`src/rtl/sys_array_loader.sv`:
```
// ---------------------------------------------------------------------------
// sys_array_loader
//
// Upstream feeder for the systolic-array fetcher. A serial stream of
// DATA_WIDTH-bit elements (valid/ready handshake) is assembled row-major into
// the weight matrix and then the input-data matrix. Once both are complete the
// block sequences the fetcher: one clear cycle, one weight-load pulse, one
// start pulse, then waits for the fetcher's result-valid level or a timeout.
//
// Ports
//   clk           : clock, everything on the rising edge
//   reset_n       : synchronous active-low reset
//   in_data       : stream element
//   in_valid      : in_data is valid
//   in_ready      : loader accepts an element this cycle
//   weights_out   : weight matrix  [row][col], to fetcher input_data_w
//   data_out      : data matrix    [row][col], to fetcher input_data_b
//   fetch_reset_n : fetcher reset, low while reset_n is low and for the CLR cycle
//   load_params   : one-cycle weight-load pulse
//   start_comp    : one-cycle start pulse
//   comp_ready    : fetcher result-valid level
//   busy          : high from CLR through WAIT
//   done          : one-cycle pulse when a run ends (success or timeout)
//   timeout_err   : sticky timeout flag, cleared only by reset_n
// ---------------------------------------------------------------------------
module sys_array_loader #(
    parameter int DATA_WIDTH = 8,
    parameter int ARRAY_W_W  = 2,
    parameter int ARRAY_W_L  = 5,
    parameter int ARRAY_A_W  = 5,
    parameter int ARRAY_A_L  = 2,
    parameter int TIMEOUT    = 64
) (
    input  logic                  clk,
    input  logic                  reset_n,
    input  logic [DATA_WIDTH-1:0] in_data,
    input  logic                  in_valid,
    output logic                  in_ready,
    output logic [0:ARRAY_W_W-1][0:ARRAY_W_L-1][DATA_WIDTH-1:0] weights_out,
    output logic [0:ARRAY_A_W-1][0:ARRAY_A_L-1][DATA_WIDTH-1:0] data_out,
    output logic                  fetch_reset_n,
    output logic                  load_params,
    output logic                  start_comp,
    input  logic                  comp_ready,
    output logic                  busy,
    output logic                  done,
    output logic                  timeout_err
);

    // -----------------------------------------------------------------------
    // Derived sizes
    // -----------------------------------------------------------------------
    localparam int NW   = ARRAY_W_W * ARRAY_W_L;
    localparam int NA   = ARRAY_A_W * ARRAY_A_L;
    localparam int NMAX = (NW > NA) ? NW : NA;
    localparam int IW   = (NMAX > 1) ? $clog2(NMAX) : 1;

    // Shared row/column counters are sized for the larger of the two matrices;
    // each matrix write uses only the low bits it needs.
    localparam int RMAX = (ARRAY_W_W > ARRAY_A_W) ? ARRAY_W_W : ARRAY_A_W;
    localparam int CMAX = (ARRAY_W_L > ARRAY_A_L) ? ARRAY_W_L : ARRAY_A_L;
    localparam int RW   = (RMAX > 1) ? $clog2(RMAX) : 1;
    localparam int CW   = (CMAX > 1) ? $clog2(CMAX) : 1;
    localparam int WRW  = (ARRAY_W_W > 1) ? $clog2(ARRAY_W_W) : 1;
    localparam int WCW  = (ARRAY_W_L > 1) ? $clog2(ARRAY_W_L) : 1;
    localparam int ARW  = (ARRAY_A_W > 1) ? $clog2(ARRAY_A_W) : 1;
    localparam int ACW  = (ARRAY_A_L > 1) ? $clog2(ARRAY_A_L) : 1;

    localparam int TW   = $clog2(TIMEOUT);

    localparam logic [IW-1:0] W_IDX_LAST = IW'(NW - 1);
    localparam logic [IW-1:0] A_IDX_LAST = IW'(NA - 1);
    localparam logic [CW-1:0] W_COL_LAST = CW'(ARRAY_W_L - 1);
    localparam logic [CW-1:0] A_COL_LAST = CW'(ARRAY_A_L - 1);
    localparam logic [TW-1:0] WAIT_LAST  = TW'(TIMEOUT - 1);

    typedef enum logic [2:0] {
        S_RECV_W = 3'd0,
        S_RECV_A = 3'd1,
        S_CLR    = 3'd2,
        S_LOAD   = 3'd3,
        S_START  = 3'd4,
        S_WAIT   = 3'd5,
        S_DONE   = 3'd6
    } state_t;

    // -----------------------------------------------------------------------
    // State
    // -----------------------------------------------------------------------
    state_t          state_q;
    logic [IW-1:0]   idx_q;
    logic [RW-1:0]   row_q;
    logic [CW-1:0]   col_q;
    logic [TW-1:0]   wait_q;

    // Outputs are registered alongside the state: each one is loaded with the
    // value belonging to the state being entered, so it lines up with that
    // state and never depends combinationally on an input.
    logic            in_ready_q;
    logic            load_q;
    logic            start_q;
    logic            busy_q;
    logic            done_q;
    logic            timeout_q;

    logic [0:ARRAY_W_W-1][0:ARRAY_W_L-1][DATA_WIDTH-1:0] weights_q;
    logic [0:ARRAY_A_W-1][0:ARRAY_A_L-1][DATA_WIDTH-1:0] data_q;

    logic            beat;

    // in_ready_q is only ever high in RECV_W/RECV_A, so this is the handshake
    assign beat = in_valid & in_ready_q;

    // -----------------------------------------------------------------------
    // FSM, counters, matrix capture and registered outputs
    // -----------------------------------------------------------------------
    always_ff @(posedge clk) begin
        if (!reset_n) begin
            state_q    <= S_RECV_W;
            idx_q      <= '0;
            row_q      <= '0;
            col_q      <= '0;
            wait_q     <= '0;
            in_ready_q <= 1'b0;
            load_q     <= 1'b0;
            start_q    <= 1'b0;
            busy_q     <= 1'b0;
            done_q     <= 1'b0;
            timeout_q  <= 1'b0;
            weights_q  <= '0;
            data_q     <= '0;
        end else begin
            // single-cycle pulses default low
            load_q  <= 1'b0;
            start_q <= 1'b0;
            done_q  <= 1'b0;

            case (state_q)
                S_RECV_W: begin
                    in_ready_q <= 1'b1;
                    if (beat) begin
                        weights_q[row_q[WRW-1:0]][col_q[WCW-1:0]] <= in_data;
                        if (idx_q == W_IDX_LAST) begin
                            // weight matrix complete; data matrix starts at [0][0]
                            idx_q   <= '0;
                            row_q   <= '0;
                            col_q   <= '0;
                            state_q <= S_RECV_A;
                        end else begin
                            idx_q <= idx_q + 1'b1;
                            if (col_q == W_COL_LAST) begin
                                col_q <= '0;
                                row_q <= row_q + 1'b1;
                            end else begin
                                col_q <= col_q + 1'b1;
                            end
                        end
                    end
                end

                S_RECV_A: begin
                    in_ready_q <= 1'b1;
                    if (beat) begin
                        data_q[row_q[ARW-1:0]][col_q[ACW-1:0]] <= in_data;
                        if (idx_q == A_IDX_LAST) begin
                            idx_q      <= '0;
                            row_q      <= '0;
                            col_q      <= '0;
                            in_ready_q <= 1'b0;
                            busy_q     <= 1'b1;
                            state_q    <= S_CLR;
                        end else begin
                            idx_q <= idx_q + 1'b1;
                            if (col_q == A_COL_LAST) begin
                                col_q <= '0;
                                row_q <= row_q + 1'b1;
                            end else begin
                                col_q <= col_q + 1'b1;
                            end
                        end
                    end
                end

                // fetch_reset_n is low during this state (decoded below)
                S_CLR: begin
                    load_q  <= 1'b1;
                    state_q <= S_LOAD;
                end

                S_LOAD: begin
                    start_q <= 1'b1;
                    state_q <= S_START;
                end

                S_START: begin
                    wait_q  <= '0;
                    state_q <= S_WAIT;
                end

                // wait_q counts WAIT cycles from 0; the cycle that sees
                // WAIT_LAST is the TIMEOUT-th one. comp_ready wins a tie.
                S_WAIT: begin
                    if (comp_ready) begin
                        done_q  <= 1'b1;
                        busy_q  <= 1'b0;
                        state_q <= S_DONE;
                    end else if (wait_q == WAIT_LAST) begin
                        done_q    <= 1'b1;
                        busy_q    <= 1'b0;
                        timeout_q <= 1'b1;
                        state_q   <= S_DONE;
                    end else begin
                        wait_q <= wait_q + 1'b1;
                    end
                end

                S_DONE: begin
                    in_ready_q <= 1'b1;
                    state_q    <= S_RECV_W;
                end

                default: begin
                    in_ready_q <= 1'b0;
                    busy_q     <= 1'b0;
                    idx_q      <= '0;
                    row_q      <= '0;
                    col_q      <= '0;
                    state_q    <= S_RECV_W;
                end
            endcase
        end
    end

    // -----------------------------------------------------------------------
    // Output mapping
    // -----------------------------------------------------------------------
    genvar gi;
    generate
        for (gi = 0; gi < ARRAY_W_W; gi++) begin : g_w_row
            assign weights_out[gi] = weights_q[gi];
        end
        for (gi = 0; gi < ARRAY_A_W; gi++) begin : g_a_row
            assign data_out[gi] = data_q[gi];
        end
    endgenerate

    assign in_ready      = in_ready_q;
    assign load_params   = load_q;
    assign start_comp    = start_q;
    assign busy          = busy_q;
    assign done          = done_q;
    assign timeout_err   = timeout_q;

    // The only output that follows an input directly: the fetcher must see
    // reset as soon as reset_n drops, not one cycle later.
    assign fetch_reset_n = reset_n & (state_q != S_CLR);

endmodule

```
`config.mk`:
```
export PLATFORM = sky130hd
export DESIGN_NAME = sys_array_loader
export DESIGN_NICKNAME = d
export VERILOG_FILES = /design/src/rtl/sys_array_loader.sv
export SDC_FILE = /design/constraint.sdc
export NUM_CORES = 1
export LEC_CHECK = 0
export ABC_AREA = 1
export BUFFER_PORTS_ARGS = -buffer_cell sky130_fd_sc_hd__buf_4
export CORE_UTILIZATION = 40
export CTS_BUF_LIST = sky130_fd_sc_hd__clkbuf_16
export DETAILED_ROUTE_END_ITERATION = 10
export GPL_TIMING_DRIVEN = 1
export PLACE_DENSITY = 0.63
export SLEW_MARGIN = 30
export SYNTH_ARGS = -nofsm -noshare
export SYNTH_HDL_FRONTEND = slang
export SYNTH_SLANG_ARGS = --single-unit
```
`constraint.sdc`:
```
create_clock -name clk -period 1.4 [get_ports clk]
set_input_delay 0.14 -clock clk [delete_from_list [all_inputs] [get_ports clk]]
set_output_delay 0.14 -clock clk [all_outputs]
set_load 0.01 [all_outputs]
```
==> run summary <==
==================================================================================================
TritonCTS Sinks                                                                                185
End of the worst register-to-register path                                            data_out[60]$_SDFFE_PN0P_
Total number of vias                                                                          7528
GRT overflow                                                                                     0
Total Routed Length                                                                        23.7 mm
Number of stages on the worst hold path                                                          4
Number of design-rule violations left by the first detailed-router iteration                   548
Pwr dens                                                                               978 nW/um^2
Worst Tran Pin Value                                                                      0.411 ns
Area of the multi-input gates                                                            3890 um^2
Clock Latency Late Sink                                                                    0.42 ns
Avg Synthesized Cell Area                                                                7.75 um^2
Final setup viols                                                                               53
Antenna violations before repair                                                                 0
Data arrival time of the critical path                                                     1.75 ns
First-pass GRT wire length                                                                 35.4 mm
Starting Density                                                                             41.0%
Final Slew Violations                                                                            0
Worst hold start                                                                        comp_ready
Hold Path End                                                                         timeout_err$_SDFFE_PN0P_
RR Startpoint                                                                         state_q[1]$_SDFFE_PN0P_
Number of CTS-inserted buffers                                                                  17
Setup slack, reg-to-reg                                                                   -0.04 ns
Worst min-delay path category                                                         input pin to flip-flop
Count of pins on the block boundary                                                            179
Layout net count                                                                              1215
Min Tclk post-route                                                                        1.44 ns
Cell area after placement                                                                9660 um^2
Number of cells produced by synthesis                                                          957
Detailed-route vias per instance                                                              5.24
Buffer levels on the longest clock path                                                          2
Layout-stage area growth over the synthesis result                                           49.9%
Count of port buffers added during placement                                                   178
Max IR drop VDD                                                                             793 uV
Post-route setup slack                                                                  -0.0377 ns
Data required time at the worst endpoint                                                   1.71 ns
Final worst-path cycle share                                                                  103%
Die boundary height                                                                         138 um
Critical Path Source Type                                                                flip-flop
Largest net degree at the start of global routing                                               49
Maximum fanout encountered on the critical timing path                                           8
Clock transition time at the flip-flop clock pins of the worst setup and hold paths        0.07 ns
Cell Area, Synth                                                                         7420 um^2
Clock Skews                                                                             0.00815 ns
Endpoint class of the critical path                                                      flip-flop
Result of the run                                                                     finished with violations
Share of the yosys chip area belonging to registers                                          49.9%
Total of max-cap violations                                                                      0
Root Buffer Master                                                                    sky130_fd_sc_hd__clkbuf_16
Std-Cell Core Area                                                                      18100 um^2
Slowest CP cell                                                                       sky130_fd_sc_hd__dfxtp_4
Achievable clock frequency                                                                 696 MHz
Count of state elements after synthesis                                                        185
Antenna cells                                                                                    0
Count of unresolved DRC violations after routing                                                34
Routed wire per std cell                                                                   16.5 um
Failing checks                                                                        DRC, setup timing
H-tree depth reported by CTS                                                                     4
Max-slew headroom                                                                            72.6%
Fraction of final layout cells with drive strength greater than 1                            40.4%
Total negative slack for setup checks                                                    -0.649 ns
RSZ-0062 raised after global routing                                                           yes
Overall track demand over capacity in global routing                                         23.1%
Cell chain of the critical path                                                       inv_4, nand2_4, nor2_4, inv_2, nor2_8, buf_12, clkbuf_16, nand2_8, nand2_2, a21oi_1
Number of hold violations in the final report                                                    0
Post-Synthesis Net Count                                                                       976
Final design instance area without fill                                                 11100 um^2
Logic depth of the worst register-to-register path                                              10
Hpwl dp                                                                                    15.1 mm
RePlAce Congestion                                                                           0.862
Rows                                                                                            49
Floorplan die area                                                                      19100 um^2
Max stage delay on crit path                                                               0.37 ns
Area of all sequential standard cells                                                    3720 um^2
Worst slack at placement                                                                -0.0783 ns
Number of global-route vias before repair                                                     6654
Leak pwr                                                                                0.00450 uW
TritonCTS clock tree                                                                          done
Synthesis Warnings                                                                               0
1st-pass router iterations                                                                       8
Die Wd                                                                                      138 um
Remaining antenna violation count after routing                                                  0
Post-synth cell types                                                                           28
Hold buffers post-CTS                                                                            0
Worst Path Class, Setup                                                               flip-flop to flip-flop
Filler cell count in the final layout                                                         1610
==================================================================================================
[per-stage QoR]
step | hold slack [ns] | cells | utilization (%) | power (uW)
3_3_place_gp | 0.436 | 1396 | 53.4 | 6120
4_1_cts | 0.00269 | 1429 | 57.1 | 10900
6_report | 0.0153 | 1438 | 61.5 | 10900
2_1_floorplan | 0.278 | 957 | - | 5790
3_5_place_dp | 0.436 | 1396 | 53.4 | 6130
5_1_grt | 0.0380 | 1438 | 61.5 | 11200
[Yosys cell counts, drive strengths merged]
cell	count	area share [%]
nand4	6	0.51
xnor2	1	0.12
o21ai	10	0.67
a21oi	172	12
dfxtp	185	50
or2	1	0.084
inv	34	1.7
nand3	162	11
and2	1	0.084
clkbuf	35	1.8
nor2	52	3.5
ha	7	1.2
nor3	3	0.34
xor2	1	0.12
buf	21	2.4
nand2	266	15
[layer usage]
metal / wire, um / GRT usage, %
met1: 10700 / 31.8
met2: 11200 / 37.4
met3: 1450 / 4.36
met4: 412 / 5.74
met5: 0 / 0
[timing repair]
action,CTS,global route
gates resized for setup,25,178
setup buffers,2,4
pin swaps,1,38
setup endpoints to repair,168,177
cloned,0,5
[layout make-up]
cell class / instances / share of cell area [%]
clock buffers: 17 / 3.82
clock inverters: 15 / 1.36
inverters: 34 / 1.55
multi-input cells: 682 / 35.0
flip-flops and latches: 185 / 33.5
well taps: 229 / 2.58
repair buffers: 276 / 22.2
[cells in the final DEF, fill, tap and decap left out, types with 9 or more instances in the layout]
| master | count |
|---|---|
| sky130_fd_sc_hd__a21oi_1 | 132 |
| sky130_fd_sc_hd__a21oi_2 | 40 |
| sky130_fd_sc_hd__buf_12 | 22 |
| sky130_fd_sc_hd__buf_4 | 237 |
| sky130_fd_sc_hd__buf_6 | 11 |
| sky130_fd_sc_hd__clkbuf_16 | 21 |
| sky130_fd_sc_hd__dfxtp_1 | 176 |
| sky130_fd_sc_hd__inv_1 | 25 |
| sky130_fd_sc_hd__nand2_1 | 186 |
| sky130_fd_sc_hd__nand2_2 | 44 |
| sky130_fd_sc_hd__nand2_4 | 35 |
| sky130_fd_sc_hd__nand3_1 | 144 |
| sky130_fd_sc_hd__nand3_2 | 12 |
| sky130_fd_sc_hd__nor2_1 | 31 |
| sky130_fd_sc_hd__nor2_2 | 13 |
| sky130_fd_sc_hd__o21ai_0 | 9 |
[sequential cells by signal (all words and copies together) (netlist names)]
register     cells
idx_q            4
col_q            3
data_out        80
load_params      1
done             1
timeout_err      1
start_comp       1
wait_q           6
state_q          3
row_q            3
weights_out     80
in_ready         1
busy             1
[report_power, final]
group	internal, uW	switching [uW]	total, uW
clock	2640	2120	4760
combinational	295	498	793
sequential	5290	35.0	5330
total	8230	2650	10900
[cells by family (layout without fill, tap and decap cells)]
group	Yosys count	count (layout)	synth area share, %
simple gates	491	491	30.5
flops	185	185	49.9
compound gates	182	182	12.3
buf+inv	90	342	5.94
fa+ha+maj	7	7	1.18
xor+xnor	2	2	0.236
[worst max path at each step]
stage	cells after the start	endpoint	slack [ns]	from
final	10	data_out[60]$_SDFFE_PN0P_	-0.04	state_q[1]$_SDFFE_PN0P_
after global routing	8	weights_out[24]$_SDFFE_PN0P_	-0.10	state_q[1]$_SDFFE_PN0P_
after CTS	9	data_out[25]$_SDFFE_PN0P_	-0.04	state_q[1]$_SDFFE_PN0P_
after detailed placement	10	row_q[2]$_SDFFE_PN0P_	-0.08	col_q[0]$_SDFFE_PN0P_
after global placement	9	row_q[0]$_SDFFE_PN0P_	-0.05	state_q[1]$_SDFFE_PN0P_
after floorplan	7	data_out[70]$_SDFFE_PN0P_	-0.03	row_q[0]$_SDFFE_PN0P_
[critical path: cells and delay by family, from the launching register on]
family	cells	cell delay [ns]
AND/OR/NAND/NOR	5	0.43
buffers and inverters	4	0.45
AO/OA/AOI/OAI	1	0.06
flip-flops	1	0.37
Power figures use the tool's default switching activity.
